[src/rtl/div_issue_ctrl_if.sv]
// -----------------------------------------------------------------------------
// div_issue_ctrl_if
// Issue-side and writeback-side handshake bundle for div_issue_ctrl.
//   in_valid/in_ready   : op handshake from the issue stage
//   in_funct3           : RV32M funct3 (1xx = divide family)
//   in_rs1/in_rs2/in_rd : dividend, divisor, destination register
//   out_valid/out_ready : result handshake towards writeback
//   out_data/out_rd     : result value and its destination register
// Modport slave is taken by the divider front end, master by its environment.
// -----------------------------------------------------------------------------
interface div_issue_ctrl_if #(
    parameter int XLEN = 32
) ();
    logic            in_valid;
    logic            in_ready;
    logic [2:0]      in_funct3;
    logic [XLEN-1:0] in_rs1;
    logic [XLEN-1:0] in_rs2;
    logic [4:0]      in_rd;
    logic            out_valid;
    logic            out_ready;
    logic [XLEN-1:0] out_data;
    logic [4:0]      out_rd;

    modport master (
        output in_valid, in_funct3, in_rs1, in_rs2, in_rd, out_ready,
        input  in_ready, out_valid, out_data, out_rd
    );

    modport slave (
        input  in_valid, in_funct3, in_rs1, in_rs2, in_rd, out_ready,
        output in_ready, out_valid, out_data, out_rd
    );
endinterface

[src/rtl/div_issue_ctrl.sv]
// -----------------------------------------------------------------------------
// div_issue_ctrl
// Execute-stage front end for RV32M DIV/DIVU/REM/REMU. Decodes signedness,
// resolves divide-by-zero and signed overflow locally, sends magnitudes to an
// iterative divider core with a fixed latency (no done flag), applies the sign
// fix-up, selects quotient or remainder and holds the result for writeback.
//
// Ports:
//   clk, rst     : clock, synchronous active-high reset
//   io (slave)   : issue handshake (in_*) and writeback handshake (out_*)
//   flush        : kill the in-flight op (no effect while idle)
//   core_start   : one-cycle start pulse to the divider core
//   core_a/b     : dividend/divisor magnitudes, stable while the core works
//   core_q/r     : core quotient/remainder magnitudes
//   busy         : high whenever an op is in flight; stalls the pipeline
//
// Optional macro DIV_RESULT_CACHE_EN: remember the last core-computed result so
// a repeated rs1/rs2/signedness (DIV followed by REM) skips the core.
// -----------------------------------------------------------------------------
module div_issue_ctrl #(
    parameter int XLEN         = 32,
    parameter int CORE_LATENCY = 32,
    parameter int CNT_W        = 6
) (
    input  logic            clk,
    input  logic            rst,
    div_issue_ctrl_if.slave io,
    input  logic            flush,
    output logic            core_start,
    output logic [XLEN-1:0] core_a,
    output logic [XLEN-1:0] core_b,
    input  logic [XLEN-1:0] core_q,
    input  logic [XLEN-1:0] core_r,
    output logic            busy
);
    localparam logic [1:0] ST_IDLE    = 2'd0;
    localparam logic [1:0] ST_RUN     = 2'd1;
    localparam logic [1:0] ST_SPECIAL = 2'd2;
    localparam logic [1:0] ST_DONE    = 2'd3;

    localparam logic [XLEN-1:0]  INT_MIN  = {1'b1, {(XLEN-1){1'b0}}};
    localparam logic [CNT_W-1:0] CNT_LAST = CNT_W'(CORE_LATENCY);

    function automatic logic [XLEN-1:0] neg_if(input logic [XLEN-1:0] v, input logic neg);
        return neg ? -v : v;
    endfunction

    logic [1:0]       state_q, state_d;
    logic [CNT_W-1:0] cnt_q, cnt_d;
    logic             rem_q, rem_d;
    logic             neg1_q, neg1_d;
    logic             neg2_q, neg2_d;
    logic [4:0]       rd_q, rd_d;
    logic [XLEN-1:0]  res_q, res_d;
    logic [XLEN-1:0]  a_q, a_d;
    logic [XLEN-1:0]  b_q, b_d;

    logic            accept, in_sgn, in_neg1, in_neg2;
    logic            div_zero, ovf, special, capture;
    logic [XLEN-1:0] spec_res, fix_q, fix_r;
    logic            cache_hit;
    logic [XLEN-1:0] hit_res;

    assign accept   = io.in_valid && (state_q == ST_IDLE) && io.in_funct3[2];
    assign in_sgn   = ~io.in_funct3[0];
    assign in_neg1  = in_sgn & io.in_rs1[XLEN-1];
    assign in_neg2  = in_sgn & io.in_rs2[XLEN-1];
    assign div_zero = (io.in_rs2 == '0);
    assign ovf      = in_sgn && (io.in_rs1 == INT_MIN) && (io.in_rs2 == '1);
    assign special  = div_zero | ovf;

    // Div-by-zero: q = all ones, r = dividend. Overflow: q = INT_MIN, r = 0.
    always_comb begin
        spec_res = '0;
        if (io.in_funct3[1]) spec_res = div_zero ? io.in_rs1 : '0;
        else                 spec_res = div_zero ? '1 : INT_MIN;
    end

    // Quotient sign is the XOR of operand signs; remainder follows the dividend.
    assign fix_q   = neg_if(core_q, neg1_q ^ neg2_q);
    assign fix_r   = neg_if(core_r, neg1_q);
    assign capture = (state_q == ST_RUN) && !flush && (cnt_q == CNT_LAST);

`ifdef DIV_RESULT_CACHE_EN
    logic [XLEN-1:0] pend_rs1_q, pend_rs1_d, pend_rs2_q, pend_rs2_d;
    logic            pend_sgn_q, pend_sgn_d;
    logic            cache_vld_q, cache_vld_d;
    logic [XLEN-1:0] cache_rs1_q, cache_rs1_d, cache_rs2_q, cache_rs2_d;
    logic            cache_sgn_q, cache_sgn_d;
    logic [XLEN-1:0] cache_quo_q, cache_quo_d, cache_rem_q, cache_rem_d;

    assign cache_hit = cache_vld_q && (io.in_rs1 == cache_rs1_q) &&
                       (io.in_rs2 == cache_rs2_q) && (in_sgn == cache_sgn_q);
    assign hit_res   = io.in_funct3[1] ? cache_rem_q : cache_quo_q;

    always_comb begin
        pend_rs1_d  = pend_rs1_q;
        pend_rs2_d  = pend_rs2_q;
        pend_sgn_d  = pend_sgn_q;
        cache_vld_d = cache_vld_q;
        cache_rs1_d = cache_rs1_q;
        cache_rs2_d = cache_rs2_q;
        cache_sgn_d = cache_sgn_q;
        cache_quo_d = cache_quo_q;
        cache_rem_d = cache_rem_q;
        if (accept && !special && !cache_hit) begin
            pend_rs1_d = io.in_rs1;
            pend_rs2_d = io.in_rs2;
            pend_sgn_d = in_sgn;
        end
        if (capture) begin
            cache_vld_d = 1'b1;
            cache_rs1_d = pend_rs1_q;
            cache_rs2_d = pend_rs2_q;
            cache_sgn_d = pend_sgn_q;
            cache_quo_d = fix_q;
            cache_rem_d = fix_r;
        end else if ((state_q == ST_RUN) && flush) begin
            cache_vld_d = 1'b0;
        end
    end

    always_ff @(posedge clk) begin
        if (rst) cache_vld_q <= 1'b0;
        else     cache_vld_q <= cache_vld_d;
    end

    always_ff @(posedge clk) begin
        pend_rs1_q  <= pend_rs1_d;
        pend_rs2_q  <= pend_rs2_d;
        pend_sgn_q  <= pend_sgn_d;
        cache_rs1_q <= cache_rs1_d;
        cache_rs2_q <= cache_rs2_d;
        cache_sgn_q <= cache_sgn_d;
        cache_quo_q <= cache_quo_d;
        cache_rem_q <= cache_rem_d;
    end
`else
    assign cache_hit = 1'b0;
    assign hit_res   = '0;
`endif

    always_comb begin
        state_d = state_q;
        cnt_d   = cnt_q;
        rem_d   = rem_q;
        neg1_d  = neg1_q;
        neg2_d  = neg2_q;
        rd_d    = rd_q;
        res_d   = res_q;
        a_d     = a_q;
        b_d     = b_q;
        case (state_q)
            ST_IDLE: begin
                if (accept) begin
                    rd_d   = io.in_rd;
                    rem_d  = io.in_funct3[1];
                    neg1_d = in_neg1;
                    neg2_d = in_neg2;
                    cnt_d  = '0;
                    if (special) begin
                        res_d   = spec_res;
                        state_d = ST_SPECIAL;
                    end else if (cache_hit) begin
                        // Cached result reuses the one-cycle special path.
                        res_d   = hit_res;
                        state_d = ST_SPECIAL;
                    end else begin
                        a_d     = neg_if(io.in_rs1, in_neg1);
                        b_d     = neg_if(io.in_rs2, in_neg2);
                        state_d = ST_RUN;
                    end
                end
            end
            ST_RUN: begin
                if (flush) begin
                    state_d = ST_IDLE;
                end else if (cnt_q == CNT_LAST) begin
                    res_d   = rem_q ? fix_r : fix_q;
                    state_d = ST_DONE;
                end else begin
                    cnt_d = cnt_q + 1'b1;
                end
            end
            ST_SPECIAL: state_d = flush ? ST_IDLE : ST_DONE;
            default: begin
                if (flush || io.out_ready) state_d = ST_IDLE;
            end
        endcase
    end

    always_ff @(posedge clk) begin
        if (rst) begin
            state_q <= ST_IDLE;
            cnt_q   <= '0;
            rd_q    <= '0;
            res_q   <= '0;
            a_q     <= '0;
            b_q     <= '0;
        end else begin
            state_q <= state_d;
            cnt_q   <= cnt_d;
            rd_q    <= rd_d;
            res_q   <= res_d;
            a_q     <= a_d;
            b_q     <= b_d;
        end
    end

    always_ff @(posedge clk) begin
        rem_q  <= rem_d;
        neg1_q <= neg1_d;
        neg2_q <= neg2_d;
    end

    // The counter only passes through zero on the first RUN cycle, so the
    // start pulse cannot repeat while the core is working.
    assign core_start   = (state_q == ST_RUN) && (cnt_q == '0);
    assign core_a       = a_q;
    assign core_b       = b_q;
    assign io.in_ready  = (state_q == ST_IDLE);
    assign busy         = (state_q != ST_IDLE);
    assign io.out_valid = (state_q == ST_DONE);
    assign io.out_data  = res_q;
    assign io.out_rd    = rd_q;
endmodule

[src/flat_wrapper.sv]
// flat-port wrapper written by rule: the top's interface ports become plain ports
module div_issue_ctrl_flat 
#(
    parameter int XLEN         = 32,
    parameter int CORE_LATENCY = 32,
    parameter int CNT_W        = 6
)
  (clk, rst, flush, core_start, core_a, core_b, core_q, core_r, busy, io_in_valid, io_in_funct3, io_in_rs1, io_in_rs2, io_in_rd, io_out_ready, io_in_ready, io_out_valid, io_out_data, io_out_rd);
  div_issue_ctrl_if #(.XLEN(XLEN)) io_i ();
  input  logic clk;
  input  logic rst;
  input  logic flush;
  output logic core_start;
  output logic [XLEN-1:0] core_a;
  output logic [XLEN-1:0] core_b;
  input  logic [XLEN-1:0] core_q;
  input  logic [XLEN-1:0] core_r;
  output logic busy;
  input wire logic [$bits(io_i.in_valid)-1:0] io_in_valid;
  input wire logic [$bits(io_i.in_funct3)-1:0] io_in_funct3;
  input wire logic [$bits(io_i.in_rs1)-1:0] io_in_rs1;
  input wire logic [$bits(io_i.in_rs2)-1:0] io_in_rs2;
  input wire logic [$bits(io_i.in_rd)-1:0] io_in_rd;
  input wire logic [$bits(io_i.out_ready)-1:0] io_out_ready;
  output wire logic [$bits(io_i.in_ready)-1:0] io_in_ready;
  output wire logic [$bits(io_i.out_valid)-1:0] io_out_valid;
  output wire logic [$bits(io_i.out_data)-1:0] io_out_data;
  output wire logic [$bits(io_i.out_rd)-1:0] io_out_rd;
  assign io_i.in_valid = io_in_valid;
  assign io_i.in_funct3 = io_in_funct3;
  assign io_i.in_rs1 = io_in_rs1;
  assign io_i.in_rs2 = io_in_rs2;
  assign io_i.in_rd = io_in_rd;
  assign io_i.out_ready = io_out_ready;
  assign io_in_ready = io_i.in_ready;
  assign io_out_valid = io_i.out_valid;
  assign io_out_data = io_i.out_data;
  assign io_out_rd = io_i.out_rd;
  div_issue_ctrl #(.XLEN(XLEN), .CORE_LATENCY(CORE_LATENCY), .CNT_W(CNT_W)) u_core (.clk(clk), .rst(rst), .io(io_i), .flush(flush), .core_start(core_start), .core_a(core_a), .core_b(core_b), .core_q(core_q), .core_r(core_r), .busy(busy));
endmodule
[config.mk]
export PLATFORM = sky130hd
export DESIGN_NAME = div_issue_ctrl_flat
export DESIGN_NICKNAME = d
export VERILOG_FILES = /design/src/rtl/div_issue_ctrl_if.sv /design/src/rtl/div_issue_ctrl.sv /design/src/flat_wrapper.sv
export SDC_FILE = /design/constraint.sdc
export NUM_CORES = 1
export LEC_CHECK = 0
export CAP_MARGIN = 20
export CELL_PAD_IN_SITES_DETAIL_PLACEMENT = 0
export CELL_PAD_IN_SITES_GLOBAL_PLACEMENT = 1
export CORE_MARGIN = 1
export CORE_UTILIZATION = 36
export DETAILED_ROUTE_END_ITERATION = 8
export PLACE_DENSITY = 0.87
export SYNTH_ARGS = -nofsm -noshare
export SYNTH_HDL_FRONTEND = slang
export SYNTH_SLANG_ARGS = --single-unit
[constraint.sdc]
create_clock -name clk -period 4.6 [get_ports clk]
set_input_delay 0.69 -clock clk [delete_from_list [all_inputs] [get_ports clk]]
set_output_delay 0.69 -clock clk [all_outputs]
set_load 0.01 [all_outputs]
# Yosys cells after proc, flatten, opt, wreduce, memory -nomap -nowiden
# Index checks and enable logic that the tools add are counted.
[classes] addsub=5 eq_ne=12 muxes=24 bitwise=6 reduce_logical=17
[op_table] cell="32-bit 2-to-1 mux" n=11
[op_table] cell="32-bit negator" n=4
[op_table] cell="32-bit equality test, second input constant" n=2
[op_table] cell="32-bit case mux with 2 select lines" n=1
[op_table] cell="32-bit zero test" n=1
[op_table] cell="31-bit 2-to-1 mux" n=1
[op_table] cell="6-bit 2-to-1 mux" n=3
[op_table] cell="2-bit 2-to-1 mux" n=6
[op_table] cell="6-bit case mux with 2 select lines" n=1
[op_table] cell="6-bit by 1-bit adder with 6-bit output, second input constant" n=1
[op_table] cell="6-bit equality test, second input constant" n=1
[op_table] cell="6-bit zero test" n=1
[op_table] cell="2-bit inequality test, second input constant" n=3
[op_table] cell="2-bit case mux with 3 select lines" n=1
[op_table] cell="3-bit AND reduction" n=2
[op_table] cell="1-bit logical AND" n=5
[op_table] cell="5-bit AND reduction" n=1
[op_table] cell="2-bit equality test, second input constant" n=2
[op_table] cell="2-bit by 1-bit inequality test with 1-bit output, second input constant" n=2
[op_table] cell="4-bit AND reduction" n=1
[op_table] cell="2-bit nonzero test" n=2
[op_table] cell="4-bit nonzero test" n=1
[op_table] cell="3-bit inequality test, second input constant" n=1
[op_table] cell="1-bit AND" n=2
[op_table] cell="7 further kinds" n=8
[totals] regBits=112

# Logic depth before layout (Yosys ltp)
[depth] word_depth=7 depth_mapped=11 mapped_depth_nobuf=9

# Least setup slack after synthesis
# No wires, ideal clock.
[synth_timing] path_type="input-to-reg" startpoint="input port core_r[1]" endpoint="register u_core.res_q[30] (netlist: u_core.io.out_data[30])" setup_time_ns=0.132 arrival_time_ns=2.954 setup_slack_ns=1.514 path_stages=11 path_buffers=2 path_cell_list="inv_1 -> ha_1 -> or3b_2 -> clkbuf_1 -> or4_1 -> clkbuf_1 -> o41ai_1 -> xor2_1 -> o22ai_1 -> a211oi_1 -> nor3_1"
[synth_between] elab_chain_cells=6
[synth_lines] item="from (decl)" line_no="flat_wrapper.sv:17" source="input logic [XLEN-1:0] core_r;"
[synth_lines] item="32-bit negator" line_no="div_issue_ctrl.sv:45" source="return neg ? -v : v;"
[synth_lines] item="32-bit 2-to-1 mux" line_no="div_issue_ctrl.sv:45"
[synth_lines] item="32-bit 2-to-1 mux" line_no="div_issue_ctrl.sv:179" source="res_d = rem_q ? fix_r : fix_q;"
[synth_lines] item="32-bit 2-to-1 mux" line_no="div_issue_ctrl.sv:178" source="end else if (cnt_q == CNT_LAST) begin"
[synth_lines] item="32-bit 2-to-1 mux" line_no="div_issue_ctrl.sv:176" source="if (flush) begin"
[synth_lines] item="32-bit case mux with 2 select lines" line_no="div_issue_ctrl.sv:153" source="case (state_q)"
[synth_lines] item="to (signal assigned)" line_no="div_issue_ctrl.sv:204" source="res_q <= res_d;"
[synth_lines] item="to (decl)" line_no="div_issue_ctrl.sv:54" source="logic [XLEN-1:0] res_q, res_d;"
# No other way between the ends. The select of a mux whose other input is x is not followed.
# A chain may end at the register's enable or synchronous reset.

# Worst setup path after layout
[layout_timing] startpoint="input port io_in_rs2[20]" endpoint="register u_core.res_q[13] (netlist: u_core.io.out_data[13])"
[layout_between] elab_chain_cells=6
[layout_lines] item="from (decl)" line_no="flat_wrapper.sv:22" source="input wire logic [$bits(io_i.in_rs2)-1:0] io_in_rs2;"
[layout_lines] item="32-bit zero test" line_no="div_issue_ctrl.sv:68" source="assign div_zero = (io.in_rs2 == '0);"
[layout_lines] item="31-bit 2-to-1 mux / 32-bit 2-to-1 mux (equally long branches)" line_no="div_issue_ctrl.sv:76, div_issue_ctrl.sv:75"
[layout_lines] item="32-bit 2-to-1 mux" line_no="div_issue_ctrl.sv:75" source="if (io.in_funct3[1]) spec_res = div_zero ? io.in_rs1 : '0;"
[layout_lines] item="32-bit 2-to-1 mux" line_no="div_issue_ctrl.sv:161" source="if (special) begin"
[layout_lines] item="32-bit 2-to-1 mux" line_no="div_issue_ctrl.sv:155" source="if (accept) begin"
[layout_lines] item="32-bit case mux with 2 select lines" line_no="div_issue_ctrl.sv:153"
# Several ways; a longest one is shown, not always the timed one. The select of a mux whose other input is x is not followed.

==> run summary <==
OUTCOME
--------------------------------------------------------------------------------
Status                                                              finished, final reports clean

WORST SETUP PATH
--------------------------------------------------------------------------------
List of cells traversed by the critical path                        clkdlybuf4s50_1 -> or4_1 -> nor4_1 -> nand4_1 -> or3b_1 -> nor2_1 -> o21ai_0 -> a311oi_1
Crit Path Max Fanout                                                          12
Critical path class                                                    in -> reg
Capture instance of the worst register-to-register path             u_core.io.out_data[30]
CP max stage cell                                                   sky130_fd_sc_hd__or4_1
Delay contributed by the slowest stage of the critical path               670 ps
Gate family responsible for the most delay along the worst path     simple AND/OR/NAND/NOR gates
Required time reported for the critical path endpoint                    4870 ps
Worst reg2reg setup slack                                                1510 ps
Critical Path Source Type                                              input pin
Combined buffer and inverter count along the critical path                     1
CP endpoint kind                                                       flip-flop
Data arrival at the endpoint of the critical path                        3910 ps
R2r worst-path depth                                                          10
Worst reg2reg path startpoint                                       u_core.state_q[0]

FLOORPLAN
--------------------------------------------------------------------------------
Core footprint                                                        0.0203 mm²
Number of ports placed on the die boundary                                   246
Die area                                                              0.0214 mm²
Placement row count                                                           52
Vertical die dimension                                                    146 µm
Initial standard-cell utilization of the core                              36.9%
Width of the chip                                                         146 µm

DRT
--------------------------------------------------------------------------------
DRC violation count after routing                                              0
Via Count                                                                   8113
Final routed wirelength across all metal layers                          26.4 mm
Length of the first detailed-routing pass in iterations                        5
DRT antenna net count                                                          0
Number of DRC violations after detailed-routing iteration 0                  639
Routed wire length per instance                                          18.0 µm
Drt via density                                                             5.55

PWR
--------------------------------------------------------------------------------
Areal power density over the cells                                    333 mW/mm²
Maximum vdd drop                                                          201 µV
Standby leakage power                                                    3.50 nW

STA
--------------------------------------------------------------------------------
Final-layout setup total negative slack                                     0 ps
Slew at the pin with the worst max-slew slack                             985 ps
Slack of the critical path                                                954 ps
Max Freq                                                                 274 MHz
Final Critical Period                                                    3650 ps
Final Hold Violating Endpoints                                                 0
Clk_skew                                                                 9.43 ps
Count of endpoints failing setup in the final report                           0
Final Max Slew Viols                                                           0
Share of the clock period used by the worst path after layout              79.3%
Worst Hold Margin                                                         455 ps
Setup repair after global routing missed its margin                        false
Worst-case headroom to the max-slew limit                                  34.3%

LAYOUT
--------------------------------------------------------------------------------
Synth-to-layout area growth                                                39.3%
Non-filler cells in the finished layout                                     1463
FF/Latch Area                                                        0.00227 mm²
Area of the multi-input gates                                        0.00483 mm²
Number of fillers in the final layout                                       2038
Fin nets                                                                    1339
Fraction of final layout cells with drive strength greater than 1          3.94%

SYNTHESIS
--------------------------------------------------------------------------------
Cell type with the highest aggregate area in the netlist            sky130_fd_sc_hd__dfxtp_1
Post-synth design cell area                                          0.00748 mm²
Most used DFF post-synth                                            sky130_fd_sc_hd__dfxtp_1
Cell types with the highest counts after synthesis                  161 x sky130_fd_sc_hd__nor2_1, 109 x sky130_fd_sc_hd__dfxtp_1, 68 x sky130_fd_sc_hd__nand2_1, 67 x sky130_fd_sc_hd__xnor2_1
Flip-flop and latch count after synthesis                                    112
Average cell area after synthesis                                       7.61 µm²
Ys async rst share                                                            0%
Area fraction of the dominant cell type after synthesis                    29.2%
Total nets after synthesis                                                  1135
Cell count after synthesis                                                   983
Number of warnings reported in the yosys synthesis log                         0
Most used standard cell by instance count after synthesis           sky130_fd_sc_hd__nor2_1
Count of flip-flops with a built-in enable after synthesis                     3
Top area cells in the synthesized netlist                           sky130_fd_sc_hd__dfxtp_1 29%, sky130_fd_sc_hd__nor2_1 8.1%, sky130_fd_sc_hd__xnor2_1 7.8%, sky130_fd_sc_hd__xor2_1 6.2%, sky130_fd_sc_hd__a211oi_1 5.9%
Share of synthesized area occupied by flip-flops and latches               30.4%
Synth unique cells                                                            60

GRT
--------------------------------------------------------------------------------
Aggregate global-route resource usage                                      24.5%
Global-route wire length before repair                                   41.3 mm
Aggregate global routing overflow                                              0
Number of antenna violations at the first check in global routing              2
Maximum number of pins on one net before global-route repair                  80
Number of global-route vias before repair                                   7719

CLOCK NETWORK
--------------------------------------------------------------------------------
H-tree levels                                                                  3
Hold Buf Count CTS                                                             0
CTS Buf Count                                                                  9
Post-CTS Repair Setup Buffers                                                  0
Cell at the root of the clock tree                                  sky130_fd_sc_hd__clkbuf_16
Clock-pin slew on the worst setup and hold paths                           70 ps
CTS Sinks                                                                    112
CTS-repair resized insts                                                       0
Clock tree from TritonCTS                                                   done
Skew-Pair Late Insertion Delay                                            360 ps
CTS Buffer Depth                                                               2

HOLD PATH
--------------------------------------------------------------------------------
Hold Path Origin                                                    u_core.core_b[31]
Class of the tightest hold or removal check                           reg -> reg
Cell count of the worst hold path                                              2
Endpoint of the worst hold-timing path                              u_core.core_b[31]

PLACE
--------------------------------------------------------------------------------
Pre-CTS setup slack                                                       566 ps
Placed insts                                                                1446
HPWL after detailed placement                                            20.6 mm
Buffers added on ports                                                       245
Last weighted congestion value of the routability-driven placer            0.864

RUN
--------------------------------------------------------------------------------
Max capacitance violation total                                                0

## kinds of logic after synthesis
kind of cell / count (synthesis) / synth area share (%)
compound gates: 272 / 24.5
xor+xnor: 120 / 14.0
fa+ha+maj: 11 / 1.84
buf+inv: 94 / 5.28
flops: 112 / 30.4
mux: 1 / 0.134
simple gates: 373 / 23.8
## power by group
part           total, mW  switching [mW]  internal, mW
combinational       1.47           0.790         0.682
sequential          1.21          0.0925          1.12
clock              0.795           0.388         0.407
## flip-flops by register name, summed over array words and instances (netlist names)
| name | count |
|---|---|
| u_core.core_a | 32 |
| u_core.core_b | 32 |
| u_core.io.out_data | 32 |
| u_core.cnt_q | 6 |
| u_core.io.out_rd | 5 |
| u_core.state_q | 2 |
| u_core.neg1_q | 1 |
| u_core.neg2_q | 1 |
| u_core.rem_q | 1 |
## metrics by stage
step	cell area, µm²	util (%)	power (mW)
after floorplan	7480	-	2.01
after global placement	10100	49.9	2.68
after detailed placement	10100	49.9	2.69
after CTS	10400	51.3	3.50
after global routing	10400	51.3	3.68
final	10400	51.3	3.47
## worst max-delay path by stage
stage | from | to | slack (ps) | depth (start not counted)
floorplan | core_r[1] | u_core.io.out_data[30] | 1510 | 11
global placement | io_in_rs2[6] | u_core.io.out_data[11] | 620 | 8
detailed placement | io_in_rs2[20] | u_core.io.out_data[16] | 570 | 8
CTS | io_in_rs2[20] | u_core.io.out_data[16] | 940 | 8
global route | io_in_rs2[20] | u_core.io.out_data[13] | 540 | 8
finish | io_in_rs2[20] | u_core.io.out_data[13] | 950 | 8
## layer usage
layer / global-route usage [%] / vias up / wire length [µm]
met1: 31.1 / 3826 / 11700
li1: - / 3980 / -
met3: 5.91 / 49 / 1630
met4: 9.43 / 0 / 857
met2: 40.1 / 258 / 12200
met5: 0 / - / 0
## cell usage in the layout, fill, tap and decap left out, types with 9 or more instances in the layout
cell / count
sky130_fd_sc_hd__a211oi_1: 59
sky130_fd_sc_hd__a21oi_1: 59
sky130_fd_sc_hd__buf_4: 17
sky130_fd_sc_hd__clkbuf_16: 10
sky130_fd_sc_hd__clkdlybuf4s50_1: 244
sky130_fd_sc_hd__dfxtp_1: 109
sky130_fd_sc_hd__ha_1: 11
sky130_fd_sc_hd__inv_1: 24
sky130_fd_sc_hd__nand2_1: 68
sky130_fd_sc_hd__nand2b_1: 10
sky130_fd_sc_hd__nand4_1: 12
sky130_fd_sc_hd__nor2_1: 160
sky130_fd_sc_hd__nor3_1: 36
sky130_fd_sc_hd__nor4_1: 20
sky130_fd_sc_hd__o211ai_1: 11
sky130_fd_sc_hd__o21ai_0: 49
sky130_fd_sc_hd__o31ai_1: 21
sky130_fd_sc_hd__o41ai_1: 15
sky130_fd_sc_hd__or3_1: 9
sky130_fd_sc_hd__or4_1: 16
sky130_fd_sc_hd__xnor2_1: 67
sky130_fd_sc_hd__xor2_1: 53
## tightest hold or removal path: stages, from the launching register on
cell and delay [ps]:
sky130_fd_sc_hd__dfxtp_1 310, sky130_fd_sc_hd__nand2_1 50, sky130_fd_sc_hd__a21oi_1 50
## area by class of cell
type,instances,area share (%)
multi-input cells,777,46.3
clock buffers,10,2.40
flip-flops and latches,112,21.8
clock inverters,6,0.456
diodes,1,0.0240
repair buffers,262,24.8
well taps,270,3.24
inverters,25,0.900
Power figures use the tool's default switching activity.
